<file path="src/rtl/uart_pkg.sv">
// Shared definitions for the UART transmit path: state encoding, frame constants
// and a small parity helper. Optional parity is selected with UART_TX_PARITY_EN.
package uart_pkg;

    localparam int UART_DATA_BITS            = 8;
    localparam int UART_DEFAULT_CLKS_PER_BIT = 868;

    typedef enum logic [2:0] {
        IDLE   = 3'd0,
        START  = 3'd1,
        DATA   = 3'd2,
        PARITY = 3'd3,
        STOP   = 3'd4
    } uart_tx_state_t;

    function automatic logic even_parity(input logic [UART_DATA_BITS-1:0] b);
        return ^b;
    endfunction

endpackage

</file>
<file path="src/rtl/uart_byte_fifo.sv">
// Small byte FIFO for the UART transmitter: power-of-two depth, wrapping
// pointers, occupancy count, asynchronous active-high reset.
module uart_byte_fifo #(
    parameter int FIFO_DEPTH = 4
) (
    input  logic                          clk,
    input  logic                          i_reset,
    input  logic                          i_push,
    input  logic                          i_pop,
    input  logic [7:0]                    i_wr_data,
    output logic [7:0]                    o_rd_data,
    output logic                          o_full,
    output logic                          o_empty,
    output logic [$clog2(FIFO_DEPTH):0]   o_count
);

    localparam int AW = $clog2(FIFO_DEPTH);
    localparam int CW = AW + 1;
    localparam logic [CW-1:0] DEPTH_C = CW'(FIFO_DEPTH);

    logic [7:0]    mem [FIFO_DEPTH];
    logic [AW-1:0] wr_ptr_q, wr_ptr_d;
    logic [AW-1:0] rd_ptr_q, rd_ptr_d;
    logic [CW-1:0] count_q, count_d;
    logic          push_ok, pop_ok;

    assign o_full    = (count_q == DEPTH_C);
    assign o_empty   = (count_q == '0);
    assign o_count   = count_q;
    assign o_rd_data = mem[rd_ptr_q];

    // Pointers wrap for free because the depth is a power of two.
    always_comb begin
        push_ok  = i_push && !o_full;
        pop_ok   = i_pop && !o_empty;
        wr_ptr_d = wr_ptr_q;
        rd_ptr_d = rd_ptr_q;
        count_d  = count_q;
        if (push_ok) begin
            wr_ptr_d = wr_ptr_q + AW'(1);
        end
        if (pop_ok) begin
            rd_ptr_d = rd_ptr_q + AW'(1);
        end
        case ({push_ok, pop_ok})
            2'b10:   count_d = count_q + CW'(1);
            2'b01:   count_d = count_q - CW'(1);
            default: count_d = count_q;
        endcase
    end

    always_ff @(posedge clk or posedge i_reset) begin
        if (i_reset) begin
            wr_ptr_q <= '0;
            rd_ptr_q <= '0;
            count_q  <= '0;
        end else begin
            wr_ptr_q <= wr_ptr_d;
            rd_ptr_q <= rd_ptr_d;
            count_q  <= count_d;
        end
    end

    always_ff @(posedge clk) begin
        if (push_ok) begin
            mem[wr_ptr_q] <= i_wr_data;
        end
    end

endmodule

</file>
<file path="src/rtl/uart_tx_buffered.sv">
// Buffered 8N1 UART transmitter: valid/ready byte input into a FIFO, LSB-first
// serialiser. Define UART_TX_PARITY_EN to insert an even parity bit before STOP.
module uart_tx_buffered
    import uart_pkg::*;
#(
    parameter int CLKS_PER_BIT = UART_DEFAULT_CLKS_PER_BIT,
    parameter int FIFO_DEPTH   = 4
) (
    input  logic                          clk,
    input  logic                          i_reset,
    input  logic [7:0]                    i_data,
    input  logic                          i_valid,
    output logic                          o_ready,
    output logic                          o_tx,
    output logic                          o_busy,
    output logic [$clog2(FIFO_DEPTH):0]   o_fifo_count,
    output logic [2:0]                    o_state
);

    // Handshake: a byte transfers on a rising edge where i_valid && o_ready;
    // i_data must be stable while i_valid is high, and o_ready never depends on i_valid.

    localparam int BW = $clog2(CLKS_PER_BIT);
    localparam logic [BW-1:0] BAUD_LAST = BW'(CLKS_PER_BIT - 1);
    localparam logic [2:0]    BIT_LAST  = 3'(UART_DATA_BITS - 1);

    localparam logic [2:0] S_IDLE   = IDLE;
    localparam logic [2:0] S_START  = START;
    localparam logic [2:0] S_DATA   = DATA;
    localparam logic [2:0] S_STOP   = STOP;
`ifdef UART_TX_PARITY_EN
    localparam logic [2:0] S_PARITY = PARITY;
`endif

    logic [2:0]    state_q, state_d;
    logic [BW-1:0] baud_q, baud_d;
    logic [2:0]    bit_q, bit_d;
    logic [7:0]    shift_q, shift_d;
    logic          tx_q, tx_d;
`ifdef UART_TX_PARITY_EN
    logic          parity_q, parity_d;
`endif

    logic       fifo_push, fifo_pop;
    logic [7:0] fifo_rd_data;
    logic       fifo_full, fifo_empty;
    logic       baud_last;

    assign o_ready   = !fifo_full;
    assign fifo_push = i_valid && !fifo_full;
    assign o_tx      = tx_q;
    assign o_busy    = (state_q != S_IDLE) || !fifo_empty;
    assign o_state   = state_q;
    assign baud_last = (baud_q == BAUD_LAST);

    uart_byte_fifo #(
        .FIFO_DEPTH (FIFO_DEPTH)
    ) u_fifo (
        .clk       (clk),
        .i_reset   (i_reset),
        .i_push    (fifo_push),
        .i_pop     (fifo_pop),
        .i_wr_data (i_data),
        .o_rd_data (fifo_rd_data),
        .o_full    (fifo_full),
        .o_empty   (fifo_empty),
        .o_count   (o_fifo_count)
    );

    always_comb begin
        state_d  = state_q;
        baud_d   = baud_q;
        bit_d    = bit_q;
        shift_d  = shift_q;
        fifo_pop = 1'b0;
`ifdef UART_TX_PARITY_EN
        parity_d = parity_q;
`endif
        case (state_q)
            S_IDLE: begin
                if (!fifo_empty) begin
                    fifo_pop = 1'b1;
                    shift_d  = fifo_rd_data;
                    baud_d   = '0;
                    state_d  = S_START;
`ifdef UART_TX_PARITY_EN
                    parity_d = even_parity(fifo_rd_data);
`endif
                end
            end
            S_START: begin
                if (baud_last) begin
                    baud_d  = '0;
                    bit_d   = '0;
                    state_d = S_DATA;
                end else begin
                    baud_d = baud_q + BW'(1);
                end
            end
            S_DATA: begin
                if (baud_last) begin
                    baud_d  = '0;
                    shift_d = {1'b0, shift_q[7:1]};
                    if (bit_q == BIT_LAST) begin
`ifdef UART_TX_PARITY_EN
                        state_d = S_PARITY;
`else
                        state_d = S_STOP;
`endif
                    end else begin
                        bit_d = bit_q + 3'd1;
                    end
                end else begin
                    baud_d = baud_q + BW'(1);
                end
            end
`ifdef UART_TX_PARITY_EN
            S_PARITY: begin
                if (baud_last) begin
                    baud_d  = '0;
                    state_d = S_STOP;
                end else begin
                    baud_d = baud_q + BW'(1);
                end
            end
`endif
            S_STOP: begin
                if (baud_last) begin
                    baud_d = '0;
                    // Chain straight into the next start bit when data is waiting.
                    if (!fifo_empty) begin
                        fifo_pop = 1'b1;
                        shift_d  = fifo_rd_data;
                        state_d  = S_START;
`ifdef UART_TX_PARITY_EN
                        parity_d = even_parity(fifo_rd_data);
`endif
                    end else begin
                        state_d = S_IDLE;
                    end
                end else begin
                    baud_d = baud_q + BW'(1);
                end
            end
            default: begin
                baud_d  = '0;
                state_d = S_IDLE;
            end
        endcase
    end

    // The line register follows the next state so o_tx changes on the same edge as the FSM.
    always_comb begin
        tx_d = 1'b1;
        case (state_d)
            S_START: tx_d = 1'b0;
            S_DATA:  tx_d = shift_d[0];
`ifdef UART_TX_PARITY_EN
            S_PARITY: tx_d = parity_d;
`endif
            default: tx_d = 1'b1;
        endcase
    end

    always_ff @(posedge clk or posedge i_reset) begin
        if (i_reset) begin
            state_q  <= S_IDLE;
            baud_q   <= '0;
            bit_q    <= '0;
            shift_q  <= '0;
            tx_q     <= 1'b1;
`ifdef UART_TX_PARITY_EN
            parity_q <= 1'b0;
`endif
        end else begin
            state_q  <= state_d;
            baud_q   <= baud_d;
            bit_q    <= bit_d;
            shift_q  <= shift_d;
            tx_q     <= tx_d;
`ifdef UART_TX_PARITY_EN
            parity_q <= parity_d;
`endif
        end
    end

endmodule

</file>
<file path="config.mk">
export PLATFORM = sky130hd
export DESIGN_NAME = uart_tx_buffered
export DESIGN_NICKNAME = d
export VERILOG_FILES = /design/src/rtl/uart_pkg.sv /design/src/rtl/uart_byte_fifo.sv /design/src/rtl/uart_tx_buffered.sv
export SDC_FILE = /design/constraint.sdc
export NUM_CORES = 1
export LEC_CHECK = 0
export BUFFER_PORTS_ARGS = -buffer_cell sky130_fd_sc_hd__buf_2
export CELL_PAD_IN_SITES_DETAIL_PLACEMENT = 1
export CELL_PAD_IN_SITES_GLOBAL_PLACEMENT = 1
export CORE_MARGIN = 2
export CORE_UTILIZATION = 40
export CTS_CLUSTER_DIAMETER = 40
export DETAILED_ROUTE_END_ITERATION = 6
export PLACE_DENSITY_LB_ADDON = 0.1
export SLEW_MARGIN = 10
export SYNTH_ARGS = -nofsm -noshare
export SYNTH_HDL_FRONTEND = slang
export SYNTH_SLANG_ARGS = --single-unit
</file>
<file path="constraint.sdc">
create_clock -name clk -period 7.8 [get_ports clk]
set_clock_uncertainty 0.15 [all_clocks]
set_input_delay 0 -clock clk [delete_from_list [all_inputs] [get_ports clk]]
set_output_delay 0 -clock clk [all_outputs]
set_load 0.02 [all_outputs]
</file>
==> impl_metrics.py <==
metrics = {
    "status": {
        "run_status": "complete, no violations",
    },
    "clock_tree": {
        "cts.root.buffer_cell": "clkbuf_8",
        "tritoncts": "yes",
        "cts_htree_levels": 3,
        "cts.sink_count": 64,
        "postCtsSetupRepairBufs": 0,
        "clk_path_buf_depth": 2,
        "clock_insertion_delay_worst_skew_ps": 340,
        "tritoncts.num_buffers": 9,
        "cts.clk_slew.worst_paths_ps": 80,
    },
    "floorplan": {
        "ports_placed_on_the_boundary": 20,
        "fp.dieH_um": 91.9,
        "floorplan.die_area_sq_mm": 0.00844,
        "die_w_um": 91.9,
        "starting_density_of_the_core_pct": 40.6,
        "row_count": 32,
        "design.core.area_sq_mm": 0.00761,
    },
    "power": {
        "power_leakage_nw": 1.41,
        "switching_component_of_the_power_mw": 0.241,
        "power_per_cell_area_mw_per_mm2": 246,
        "power_frac_seq_pct": 48.8,
        "power.switching_fraction_pct": 27.4,
        "power.internal_mw": 0.638,
        "ir_worst_vdd_mv": 0.178,
        "p_clk_share_pct": 35.9,
        "combinationalPowerShare_pct": 15.3,
    },
    "drt": {
        "drt_pass1_iterations": 4,
        "viasPerCell": 5.48,
        "ant_nets": 0,
        "drc": 0,
        "drt_wl_total_mm": 6.33,
        "drt_iter0_drc": 49,
        "routed_wirelength_normalized_by_instance_count_um": 17.6,
        "routed-via-count": 1973,
    },
    "hold_path": {
        "hold_class": "primary input to asynchronous set/reset pin",
    },
    "placement": {
        "dpl_worst_slack_ps": 4920,
        "place_area_sq_mm": 0.00326,
        "numPlacedInstances": 334,
        "placement.io_buffers": 19,
        "dp.final_hpwl_mm": 4.36,
        "gp_congestion": 0.784,
    },
    "setup_path": {
        "critical_path_data_required_time_ps": 7910,
        "setup.worst_path.start_class": "register",
        "reg2reg_setup_slack_ps": 4900,
        "crit_path_max_fanout": 10,
        "cp_data_arrival_time_ps": 3010,
        "cp_capture_type": "register",
        "criticalPathCategory": "register to register",
    },
    "global_routing": {
        "globalRoute.totalOverflow": 0,
        "grt_use_met1_pct": 21.1,
        "grt_use_met2_pct": 28.2,
        "grt_antenna_before_repair": 0,
        "grt_pass1_vias": 2090,
        "highest_utilization_routing_layer_at_the_global_route_stage": "met2",
        "grt_start_max_net_pins": 33,
        "grt.met3_usage_pct": 5.18,
        "wire_length_of_the_first_global_routing_pass_mm": 10.8,
        "globalRouteTotalUtil_pct": 16.7,
    },
    "sta": {
        "fin_tns_setup_ps": 0,
        "timing_worst_slew_pin_value_ps": 805,
        "maxSlewHeadroom_pct": 45.9,
        "setup_violations": 0,
        "grt_setup_unrepaired": "no",
        "final_clock_period_utilization_by_the_worst_path_pct": 37.1,
        "fmax_ghz": 0.345,
        "post-route-worst-setup-slack_ps": 4900,
        "fin_crit_ps": 2900,
        "number_of_hold_slack_violations_in_the_final_timing_report": 0,
        "final-max-slew-violation-count": 0,
    },
    "logic_synthesis": {
        "yosys_register_bits": 64,
        "syn_inst": 221,
        "synth_enable_flop_cells": 32,
        "synth.net_count": 241,
        "yosys.cell_types.count": 60,
        "synthesis.yosys.warnings": 0,
        "postSynthAreaPerCell_sq_um": 14.0,
        "sequential_share_of_the_synthesized_area_pct": 57.1,
        "post_synthesis_instance_area_sq_mm": 0.00309,
        "synth_flop_cell": "edfxtp_1",
        "asyncSetResetFlopFracSynth_pct": 50.0,
    },
    "layout": {
        "num-nets-final": 273,
        "final_antenna_diode_count": 0,
        "layout.cells.most_common_list": "edfxtp_1, dfrtp_1, buf_2, nor2_1",
        "syn_to_final_growth_pct": 15.9,
        "drive_gt1_share_pct": 19.4,
        "final_cell_area_sq_mm": 0.00358,
        "fin_cells": 360,
        "final_common_cell": "edfxtp_1",
    },
    "run": {
        "max_cap_viol_count": 0,
    },
}
-- logic make-up after synthesis --
| family | count (synthesis) | share of synthesized area [%] |
|---|---|---|
| buf+inv | 18 | 3.04 |
| fa+ha+maj | 9 | 3.89 |
| simple gates | 67 | 13.9 |
| mux | 10 | 7.37 |
| flops | 64 | 57.1 |
| xor+xnor | 14 | 3.97 |
| compound gates | 39 | 10.8 |
-- state kept, by name, summed over array words and instances, names as in the netlist --
register         count
o_state              3
u_fifo.mem          32
u_fifo.o_count       3
o_tx                 1
bit_q                3
u_fifo.wr_ptr_q      2
u_fifo.rd_ptr_q      2
shift_q              8
baud_q              10
-- power by group through the flow --
| stage | clock network (mW) | registers (mW) | logic (mW) |
|---|---|---|---|
| after floorplan | 0 | 0.440 | 0.0802 |
| after global routing | 0.341 | 0.436 | 0.152 |
| after CTS | 0.326 | 0.430 | 0.139 |
| after global placement | 0 | 0.434 | 0.133 |
| final | 0.315 | 0.429 | 0.135 |
| after detailed placement | 0 | 0.437 | 0.134 |
-- layer usage --
| metal | vias to the layer above | share of wire, % |
|---|---|---|
| met1 | 1010 | 45 |
| li1 | 926 | - |
| met2 | 31 | 51 |
| met3 | 6 | 2.7 |
| met4 | 0 | 1.1 |
| met5 | - | 0 |
-- layout make-up --
class	count	area [sq um]
Multi-Input combinational cell	139	1230
Sequential cell	64	1760
Inverter	9	33.8
Tap cell	102	128
Timing Repair Buffer	30	203
Fill cell	799	4030
Clock buffer	9	124
Clock inverter	7	96.3
-- what timing repair did --
| item | in CTS | in global routing |
|---|---|---|
| endpoints found under the setup margin | 0 | 0 |
| hold buffers | 10 | 0 |
| endpoints found under the hold margin | 66 | 0 |
| gates resized for setup | 0 | 0 |
-- path summary, 6_finish.rpt --
| path | cells past startpoint | end | startpoint |
|---|---|---|---|
| worst max-delay path | 10 | u_fifo.o_count[2]$_DFFE_PP0P_ | baud_q[0]$_DFFE_PP0P_ |
| worst min-delay path | 4 | baud_q[6]$_DFFE_PP0P_ | i_reset |
| worst max register to register | 10 | u_fifo.o_count[2]$_DFFE_PP0P_ | baud_q[0]$_DFFE_PP0P_ |
| worst min register to register | 1 | bit_q[2]$_DFFE_PP0P_ | bit_q[2]$_DFFE_PP0P_ |
| max in group asynchronous | 4 | o_tx$_DFF_PP1_ | i_reset |
| min in group clk | 2 | u_fifo.mem[0][4]$_DFFE_PP_ | i_data[4] |
-- synth_stat cells, drive strengths merged, types with 2 or more instances --
| master | count | area (sq um) |
|---|---|---|
| nor4b | 2 | 32.5 |
| nor4 | 2 | 27.5 |
| nand2b | 3 | 18.8 |
| edfxtp | 32 | 961 |
| a2111oi | 3 | 26.3 |
| nand4 | 3 | 18.8 |
| dfrtp | 31 | 776 |
| xor2 | 8 | 70.1 |
| a32o | 3 | 30.0 |
| a31oi | 2 | 18.8 |
| inv | 9 | 33.8 |
| o2111ai | 4 | 35.0 |
| o21ai | 4 | 20.0 |
| nand3 | 4 | 20.0 |
| mux4 | 8 | 206 |
| and3 | 8 | 51.3 |
| a221o | 7 | 70.1 |
| clkbuf | 4 | 25.0 |
| nor2 | 13 | 48.8 |
| buf | 5 | 35.0 |
| ha | 8 | 100 |
| nand2 | 10 | 37.5 |
| nand3b | 2 | 15.0 |
| nor3b | 9 | 67.6 |
| or3 | 3 | 20.0 |
| a21oi | 5 | 36.3 |
| xnor2 | 6 | 52.6 |
| nor3 | 3 | 26.3 |
-- critical path, cell delays in order (launching register included) --
cell and delay [ps]:
dfrtp_1 440, ha_1 260, nor4b_4 350, a31oi_2 290
nor2_1 260, ha_1 220, inv_1 60, fa_1 370
xor2_1 150, nor2_1 110, xor2_1 150
-- through the flow --
| stage | hold WS, ps | total power [mW] | util, % |
|---|---|---|---|
| after floorplan | -51.1 | 0.521 | - |
| after global placement | -28.4 | 0.567 | 42.8 |
| after detailed placement | -26.3 | 0.571 | 42.8 |
| after CTS | 140 | 0.894 | 47.1 |
| after global routing | 194 | 0.929 | 47.1 |
| final | 155 | 0.879 | 47.1 |
No activity file was read; power rests on OpenSTA's default activity.
